[config.mk]
export PLATFORM = sky130hd
export DESIGN_NAME = obi_sram_slave_pipe
export DESIGN_NICKNAME = d
export VERILOG_FILES = /design/src/rtl/obi_sram_pkg.sv /design/src/rtl/obi_rsp_fifo.sv /design/src/rtl/obi_sram_slave_pipe.sv
export SDC_FILE = /design/constraint.sdc
export NUM_CORES = 2
export LEC_CHECK = 0
export CAP_MARGIN = 20
export CORE_MARGIN = 4
export CORE_UTILIZATION = 55
export DETAILED_ROUTE_END_ITERATION = 16
export GPL_ROUTABILITY_DRIVEN = 0
export GPL_TIMING_DRIVEN = 0
export PLACE_DENSITY = 0.71
export SYNTH_ARGS = -nofsm -noshare
export SYNTH_HDL_FRONTEND = slang
export SYNTH_SLANG_ARGS = --single-unit
[constraint.sdc]
create_clock -name clk_i -period 4.01 [get_ports clk_i]
set_input_delay 1.203 -clock clk_i [delete_from_list [all_inputs] [get_ports clk_i]]
set_output_delay 1.203 -clock clk_i [all_outputs]
set_load 0.01 [all_outputs]
[src/rtl/obi_sram_pkg.sv]
// obi_sram_pkg
//   Shared types and elaboration-time helpers for the pipelined OBI SRAM slave.
//   - rsp_t       : response record (read data + error) at the default 32-bit width;
//                   the top declares an equivalent record sized by its DATA_WIDTH.
//   - lsb_bits    : number of byte-offset address bits for a given data width.
//   - idx_bits    : number of word-index bits for a given memory depth.
//   - cnt_bits    : width of a counter able to hold 0..depth.
//   - base_aligned: true when a base address is aligned to the memory size.
package obi_sram_pkg;

    localparam int OBI_DW_DEFAULT = 32;

    typedef struct packed {
        logic [OBI_DW_DEFAULT-1:0] rdata;
        logic                      err;
    } rsp_t;

    function automatic int lsb_bits(input int data_width);
        return $clog2(data_width / 8);
    endfunction

    function automatic int idx_bits(input int mem_depth);
        return (mem_depth > 1) ? $clog2(mem_depth) : 1;
    endfunction

    function automatic int cnt_bits(input int depth);
        return $clog2(depth + 1);
    endfunction

    function automatic bit base_aligned(input logic [63:0] base, input int mem_bytes);
        return (base & (64'(mem_bytes) - 64'd1)) == 64'd0;
    endfunction

endpackage

[src/rtl/obi_rsp_fifo.sv]
// obi_rsp_fifo
//   In-order, flop-based FIFO carrying OBI responses. Any DEPTH >= 1; pointers
//   wrap explicitly so non-power-of-2 depths work. Storage is not reset; the
//   consumer must qualify data_o with empty_o.
// Ports
//   clk_i    in   clock, rising edge
//   reset_i  in   asynchronous active-high reset (empties the FIFO)
//   push_i   in   write data_i (ignored when full)
//   data_i   in   entry to push
//   pop_i    in   drop head entry (ignored when empty)
//   data_o   out  head entry
//   full_o   out  count == DEPTH
//   empty_o  out  count == 0
//   count_o  out  number of stored entries
module obi_rsp_fifo
    import obi_sram_pkg::*;
#(
    parameter type T     = logic,
    parameter int  DEPTH = 2
) (
    input  logic                       clk_i,
    input  logic                       reset_i,
    input  logic                       push_i,
    input  T                           data_i,
    input  logic                       pop_i,
    output T                           data_o,
    output logic                       full_o,
    output logic                       empty_o,
    output logic [$clog2(DEPTH+1)-1:0] count_o
);

    localparam int PTR_W = (DEPTH > 1) ? $clog2(DEPTH) : 1;
    localparam int CNT_W = cnt_bits(DEPTH);

    T                   mem_q [DEPTH];
    logic [PTR_W-1:0]   wr_ptr_q, wr_ptr_d;
    logic [PTR_W-1:0]   rd_ptr_q, rd_ptr_d;
    logic [CNT_W-1:0]   count_q,  count_d;
    logic               do_push, do_pop;

    function automatic logic [PTR_W-1:0] wrap_inc(input logic [PTR_W-1:0] p);
        return (p == PTR_W'(DEPTH - 1)) ? '0 : p + PTR_W'(1);
    endfunction

    assign full_o  = (count_q == CNT_W'(DEPTH));
    assign empty_o = (count_q == '0);
    assign count_o = count_q;
    assign data_o  = mem_q[rd_ptr_q];

    assign do_push = push_i & ~full_o;
    assign do_pop  = pop_i  & ~empty_o;

    always_comb begin
        wr_ptr_d = do_push ? wrap_inc(wr_ptr_q) : wr_ptr_q;
        rd_ptr_d = do_pop  ? wrap_inc(rd_ptr_q) : rd_ptr_q;
        count_d  = count_q;
        case ({do_push, do_pop})
            2'b10:   count_d = count_q + CNT_W'(1);
            2'b01:   count_d = count_q - CNT_W'(1);
            default: count_d = count_q;
        endcase
    end

    always_ff @(posedge clk_i or posedge reset_i) begin
        if (reset_i) begin
            wr_ptr_q <= '0;
            rd_ptr_q <= '0;
            count_q  <= '0;
        end else begin
            wr_ptr_q <= wr_ptr_d;
            rd_ptr_q <= rd_ptr_d;
            count_q  <= count_d;
        end
    end

    always_ff @(posedge clk_i) begin
        if (do_push) begin
            mem_q[wr_ptr_q] <= data_i;
        end
    end

endmodule

[src/rtl/obi_sram_slave_pipe.sv]
// obi_sram_slave_pipe
//   Pipelined, byte-enabled OBI subordinate backed by a word-aligned SRAM.
//   Up to RSP_DEPTH transactions may be outstanding; responses return in order
//   through a response FIFO, at the earliest in the cycle after the accepting edge.
//   Optional feature macro: OBI_SRAM_RANGE_CHECK_EN
//     defined     : addresses outside the memory window respond with err=1,
//                   writes are suppressed and read data is 0.
//     not defined : no range compare, addresses wrap modulo the memory size,
//                   obi_err_o is always 0.
// Ports
//   clk_i         in   clock, rising edge
//   reset_i       in   asynchronous active-high reset
//   obi_req_i     in   A-channel request
//   obi_gnt_o     out  A-channel grant (response FIFO has room, not in reset)
//   obi_addr_i    in   byte address
//   obi_we_i      in   1 = write, 0 = read
//   obi_be_i      in   byte enables (writes only)
//   obi_wdata_i   in   write data
//   obi_rvalid_o  out  response valid
//   obi_rready_i  in   response ready
//   obi_rdata_o   out  read data (0 for writes, errors and when idle)
//   obi_err_o     out  response error
module obi_sram_slave_pipe
    import obi_sram_pkg::*;
#(
    parameter int                   ADDR_WIDTH = 32,
    parameter int                   DATA_WIDTH = 32,
    parameter int                   MEM_DEPTH  = 64,
    parameter int                   RSP_DEPTH  = 2,
    parameter logic [ADDR_WIDTH-1:0] BASE_ADDR = '0
) (
    input  logic                      clk_i,
    input  logic                      reset_i,
    input  logic                      obi_req_i,
    output logic                      obi_gnt_o,
    input  logic [ADDR_WIDTH-1:0]     obi_addr_i,
    input  logic                      obi_we_i,
    input  logic [DATA_WIDTH/8-1:0]   obi_be_i,
    input  logic [DATA_WIDTH-1:0]     obi_wdata_i,
    output logic                      obi_rvalid_o,
    input  logic                      obi_rready_i,
    output logic [DATA_WIDTH-1:0]     obi_rdata_o,
    output logic                      obi_err_o
);

    localparam int NBYTES    = DATA_WIDTH / 8;
    localparam int LSB       = lsb_bits(DATA_WIDTH);
    localparam int IDX_W     = idx_bits(MEM_DEPTH);
    localparam int CNT_W     = cnt_bits(RSP_DEPTH);
    localparam int MEM_BYTES = MEM_DEPTH * NBYTES;
    localparam bit BASE_OK   = base_aligned(64'(BASE_ADDR), MEM_BYTES);
    localparam logic [ADDR_WIDTH:0] MEM_BYTES_EXT = (ADDR_WIDTH+1)'(MEM_BYTES);

    typedef struct packed {
        logic [DATA_WIDTH-1:0] rdata;
        logic                  err;
    } rsp_w_t;

    logic [DATA_WIDTH-1:0] mem_q [MEM_DEPTH];

    logic [ADDR_WIDTH-1:0] offset;
    logic [IDX_W-1:0]      idx;
    logic                  in_range;
    logic                  accept;
    logic                  wr_en;
    rsp_w_t                push_rsp;
    rsp_w_t                head_rsp;
    logic                  fifo_full;
    logic                  fifo_empty;
    logic [CNT_W-1:0]      fifo_count;
    logic                  pop;
    logic                  unused_addr_bits;

    // Offset from base; the sub-word byte bits and, without the range check,
    // the bits above the index simply do not participate in the decode.
    assign offset           = obi_addr_i - BASE_ADDR;
    assign idx              = offset[LSB +: IDX_W];
    assign unused_addr_bits = ^{offset, BASE_OK};

`ifdef OBI_SRAM_RANGE_CHECK_EN
    // Unsigned subtraction: addresses below the base wrap to huge offsets and fail too.
    assign in_range = ({1'b0, offset} < MEM_BYTES_EXT);
`else
    assign in_range = 1'b1;
`endif

    // Grant depends only on FIFO occupancy (never on rready) and is held low in reset.
    assign obi_gnt_o = ~reset_i & (fifo_count < CNT_W'(RSP_DEPTH));
    assign accept    = obi_req_i & obi_gnt_o;
    assign wr_en     = accept & obi_we_i & in_range;

    always_ff @(posedge clk_i) begin
        if (wr_en) begin
            for (int b = 0; b < NBYTES; b++) begin
                if (obi_be_i[b]) begin
                    mem_q[idx][8*b +: 8] <= obi_wdata_i[8*b +: 8];
                end
            end
        end
    end

    // Read data is captured from the array before this edge's write could land;
    // a read never shares an accepting edge with a write, so this is always current.
    always_comb begin
        push_rsp       = '0;
        push_rsp.err   = ~in_range;
        push_rsp.rdata = (~obi_we_i & in_range) ? mem_q[idx] : '0;
    end

    assign pop = obi_rvalid_o & obi_rready_i;

    obi_rsp_fifo #(
        .T     (rsp_w_t),
        .DEPTH (RSP_DEPTH)
    ) u_rsp_fifo (
        .clk_i   (clk_i),
        .reset_i (reset_i),
        .push_i  (accept & ~fifo_full),
        .data_i  (push_rsp),
        .pop_i   (pop),
        .data_o  (head_rsp),
        .full_o  (fifo_full),
        .empty_o (fifo_empty),
        .count_o (fifo_count)
    );

    assign obi_rvalid_o = ~fifo_empty;
    assign obi_rdata_o  = fifo_empty ? '0   : head_rsp.rdata;
    assign obi_err_o    = fifo_empty ? 1'b0 : head_rsp.err;

endmodule

==> results.py <==
metrics = {
    "outcome": {
        "status": "finished, violations left",
        "failed_checks": "negative setup slack",
    },
    "critical_path": {
        "worstPathMaxFanout": 10,
        "rr_worst_depth": 6,
        "cp-end-kind": "flop",
        "crit_type": "in -> reg",
        "cp.required_ns": 4.47,
        "cp-start-kind": "input pin",
        "timing.rr.start": "u_rsp_fifo.count_o[1]",
        "arrival_ns": 4.67,
        "r2r_end": "mem_q[62][5]",
        "crit_start": "obi_addr_i[4]",
        "regToRegSetupSlack_ns": 0.35,
        "critPathCapture": "u_rsp_fifo.mem_q[1][1]",
    },
    "logic_synthesis": {
        "synth_top_cell_area_share_pct": 76.1,
        "yosys.area.top_type": "edfxtp_1",
        "synthesis.yosys.warnings": 0,
        "synth.distinct_cells": 64,
        "ys_seq_elements": 2116,
        "async_flop_share_pct": 0.189,
        "synthTopCellsByArea": "edfxtp_1 76%, mux2i_1 7.1%, nor2_1 1.9%",
        "synthesis.nets": 5065,
        "avgSynthCellArea_um2": 16.7,
        "synth_area_um2": 83300,
        "synth-edff-count": 2112,
        "syn_inst": 4991,
        "ys.flop_type": "edfxtp_1",
        "seq_area_frac_synth_pct": 76.3,
    },
    "clock_network": {
        "htreeDepth": 4,
        "clock-sinks": 2116,
        "clockBufferDepth": 3,
        "cts_tree": "yes",
        "cts.clk_slew.worst_paths_ns": 0.06,
        "clk-insertion-delay-late_ns": 0.85,
        "post_cts_buffers": 0,
        "holdBufCountCts": 0,
        "numCtsBuffers": 200,
        "clock-root-buffer": "clkbuf_16",
    },
    "sta": {
        "finalCritPeriodShare_pct": 105,
        "worst_slew_pin_slew_ns": 1.27,
        "worst_slack_ns": -0.200,
        "min_period_ns": 4.21,
        "relSlewSlack_pct": 15.1,
        "skew_ns": 0.0356,
        "fmaxAchievable_mhz": 238,
        "drv_slew": 0,
        "setup_violations": 341,
        "hold_viol_final": 0,
        "grt_setup_unrepaired": "yes",
        "finalSetupTns_ns": -15.45,
    },
    "hold_path": {
        "hold_class": "reg -> reg",
    },
    "pwr": {
        "power_mw": 46.5,
        "power_leakage_nw": 30.2,
        "ir_drop_uv": 484,
        "power_density_nw_per_um2": 495,
    },
    "routing": {
        "finalWirelength_um": 258000,
        "dr_total_vias": 49991,
        "first_iter_violations": 8919,
        "drc": 0,
        "first_pass_iters": 8,
        "ant_nets": 0,
        "wl_per_cell_um": 34.4,
        "via_per_inst": 6.67,
    },
    "global_routing": {
        "globalRouteMet3Util_pct": 11.5,
        "use_met2_pct": 46.8,
        "top_usage_layer": "met2",
        "first_global_vias": 47837,
        "gr-usage-met1_pct": 43.1,
        "antenna_found_initial": 13,
        "overflow": 0,
        "grt_max_degree": 65,
        "grt_first_pass_wirelength_um": 357000,
        "grt_use_total_pct": 32.4,
    },
    "placement": {
        "hpwl_um": 180000,
        "place_area_um2": 87100,
        "portBuffers": 77,
    },
    "floorplan": {
        "io_pins": 108,
        "die_w_um": 397,
        "die_area_um2": 158000,
        "die_h_um": 397,
        "initial_utilization_pct": 55.5,
        "core-area_um2": 150000,
        "row_count": 142,
    },
    "final_layout": {
        "nets": 5389,
        "drive_above_1_share_pct": 13.8,
        "fill_cells": 10570,
        "syn_to_final_growth_pct": 12.7,
        "design_area_um2": 93900,
    },
    "run": {
        "maxCapViolations": 0,
    },
}
==> worst min-delay path by stage <==
stage          slack [ns]             startpoint                    end  cells past startpoint
3_3_place_gp         0.48    u_rsp_fifo.wr_ptr_q    u_rsp_fifo.wr_ptr_q                      1
5_1_grt              0.55  u_rsp_fifo.count_o[1]  u_rsp_fifo.count_o[1]                      1
3_5_place_dp         0.51  u_rsp_fifo.count_o[0]  u_rsp_fifo.count_o[0]                      1
4_1_cts              0.52  u_rsp_fifo.count_o[0]  u_rsp_fifo.count_o[0]                      1
2_1_floorplan        0.46    u_rsp_fifo.wr_ptr_q    u_rsp_fifo.wr_ptr_q                      1
6_report             0.52  u_rsp_fifo.count_o[0]  u_rsp_fifo.count_o[0]                      1
==> sequential cells by signal (all words and copies together) (netlist names) <==
register             cells
mem_q                 2048
u_rsp_fifo.count_o       2
u_rsp_fifo.mem_q        64
u_rsp_fifo.rd_ptr_q      1
u_rsp_fifo.wr_ptr_q      1
==> cell type report <==
cell class                      count  area [um2]  area share [%]
Antenna cell                        3        7.51         0.00800
Buffer                            357        1990            2.12
Clock buffer                      256        5240            5.58
Clock inverter                    108         972            1.04
Inverter                            3        11.3          0.0120
Multi-Input combinational cell   2513       18200            19.4
Sequential cell                  2116       63500            67.7
Tap cell                         2016        2520            2.69
Timing Repair Buffer              124        1390            1.49
==> routing by layer <==
layer  up-vias  share of wire, %
li1      20497                 -
met1     24829                35
met2      3884                43
met3       775                15
met4         6               6.8
met5         -             0.014
==> per-stage QoR <==
step           cells  utilization (%)  setup WS, ns  hold slack, ns
5_1_grt         7493             62.5        -0.115           0.546
2_1_floorplan   4991                -         0.616           0.460
3_3_place_gp    7084             57.7         -1.64           0.480
3_5_place_dp    7124             58.0         -1.61           0.511
4_1_cts         7487             62.3       0.00225           0.520
6_report        7496             62.5        -0.200           0.520
==> worst max-delay path, stage by stage <==
cell and delay [ns]:
clkdlybuf4s50_1 0.55, buf_6 0.22, buf_6 0.26, buf_6 0.33, buf_4 0.44, mux2i_1 0.33
o22ai_1 0.13, o21ai_0 0.38, o2111a_1 0.40, a31oi_1 0.34
==> cell usage in the layout (no fill, tap or decap), types with 35 or more instances in the layout <==
master           netlist  layout
buf_6                 38      51
o22a_1                91      83
mux2i_1              588     588
mux2_2                64      64
o21ai_1               34      36
a221oi_1              37      37
nand2_1              135     135
nor2_2                 4      35
nor2b_1               43      43
buf_2                113     130
nor2_1               415     381
o21ai_0              151     149
clkbuf_16              0     201
o22ai_1               95      95
nor3b_1               56      54
clkinv_1               0      45
buf_4                 41      59
clkdlybuf4s50_1        0      45
a21oi_1              243     228
a22oi_1              130     130
clkbuf_1             152     194
edfxtp_1            2112    2112
a31oi_1              119     118
==> kinds of logic after synthesis <==
kind of cell	synth area share (%)
and+or+nand+nor	3.77
xor gates and xnor gates	0.0526
muxes	8.36
adders and majority gates	0.0150
DFF	76.3
AOI/OAI and AO/OA	9.19
other	0.00450
buffers and inverters	2.35
==> synth_stat cells (34+ instances only) <==
library cell and number:
nor3b_1 56, mux2_2 64, o22ai_1 95, a221oi_1 37, o21ai_0 151, o22a_1 91
buf_2 113, clkbuf_1 152, buf_4 41, nor2_1 415, a22oi_1 130, nand2_1 135
mux2i_1 588, buf_6 38, nor2b_1 43, o21ai_1 34, edfxtp_1 2112, a31oi_1 119
a21oi_1 243
==> timing repair <==
action                     CTS  global route
cloned                       0             0
pin swaps                    0             1
setup endpoints to repair  999           155
gates resized for setup     66            59
==> where the power goes <==
part | internal (mW) | leakage (nW) | switching [mW] | total, mW
logic | 1.20 | 8.13 | 2.56 | 3.76
registers | 24.4 | 19.0 | 0.0512 | 24.5
clock network | 10.0 | 3.01 | 8.18 | 18.2
total | 35.7 | 30.2 | 10.8 | 46.5
Power figures use the tool's default switching activity.
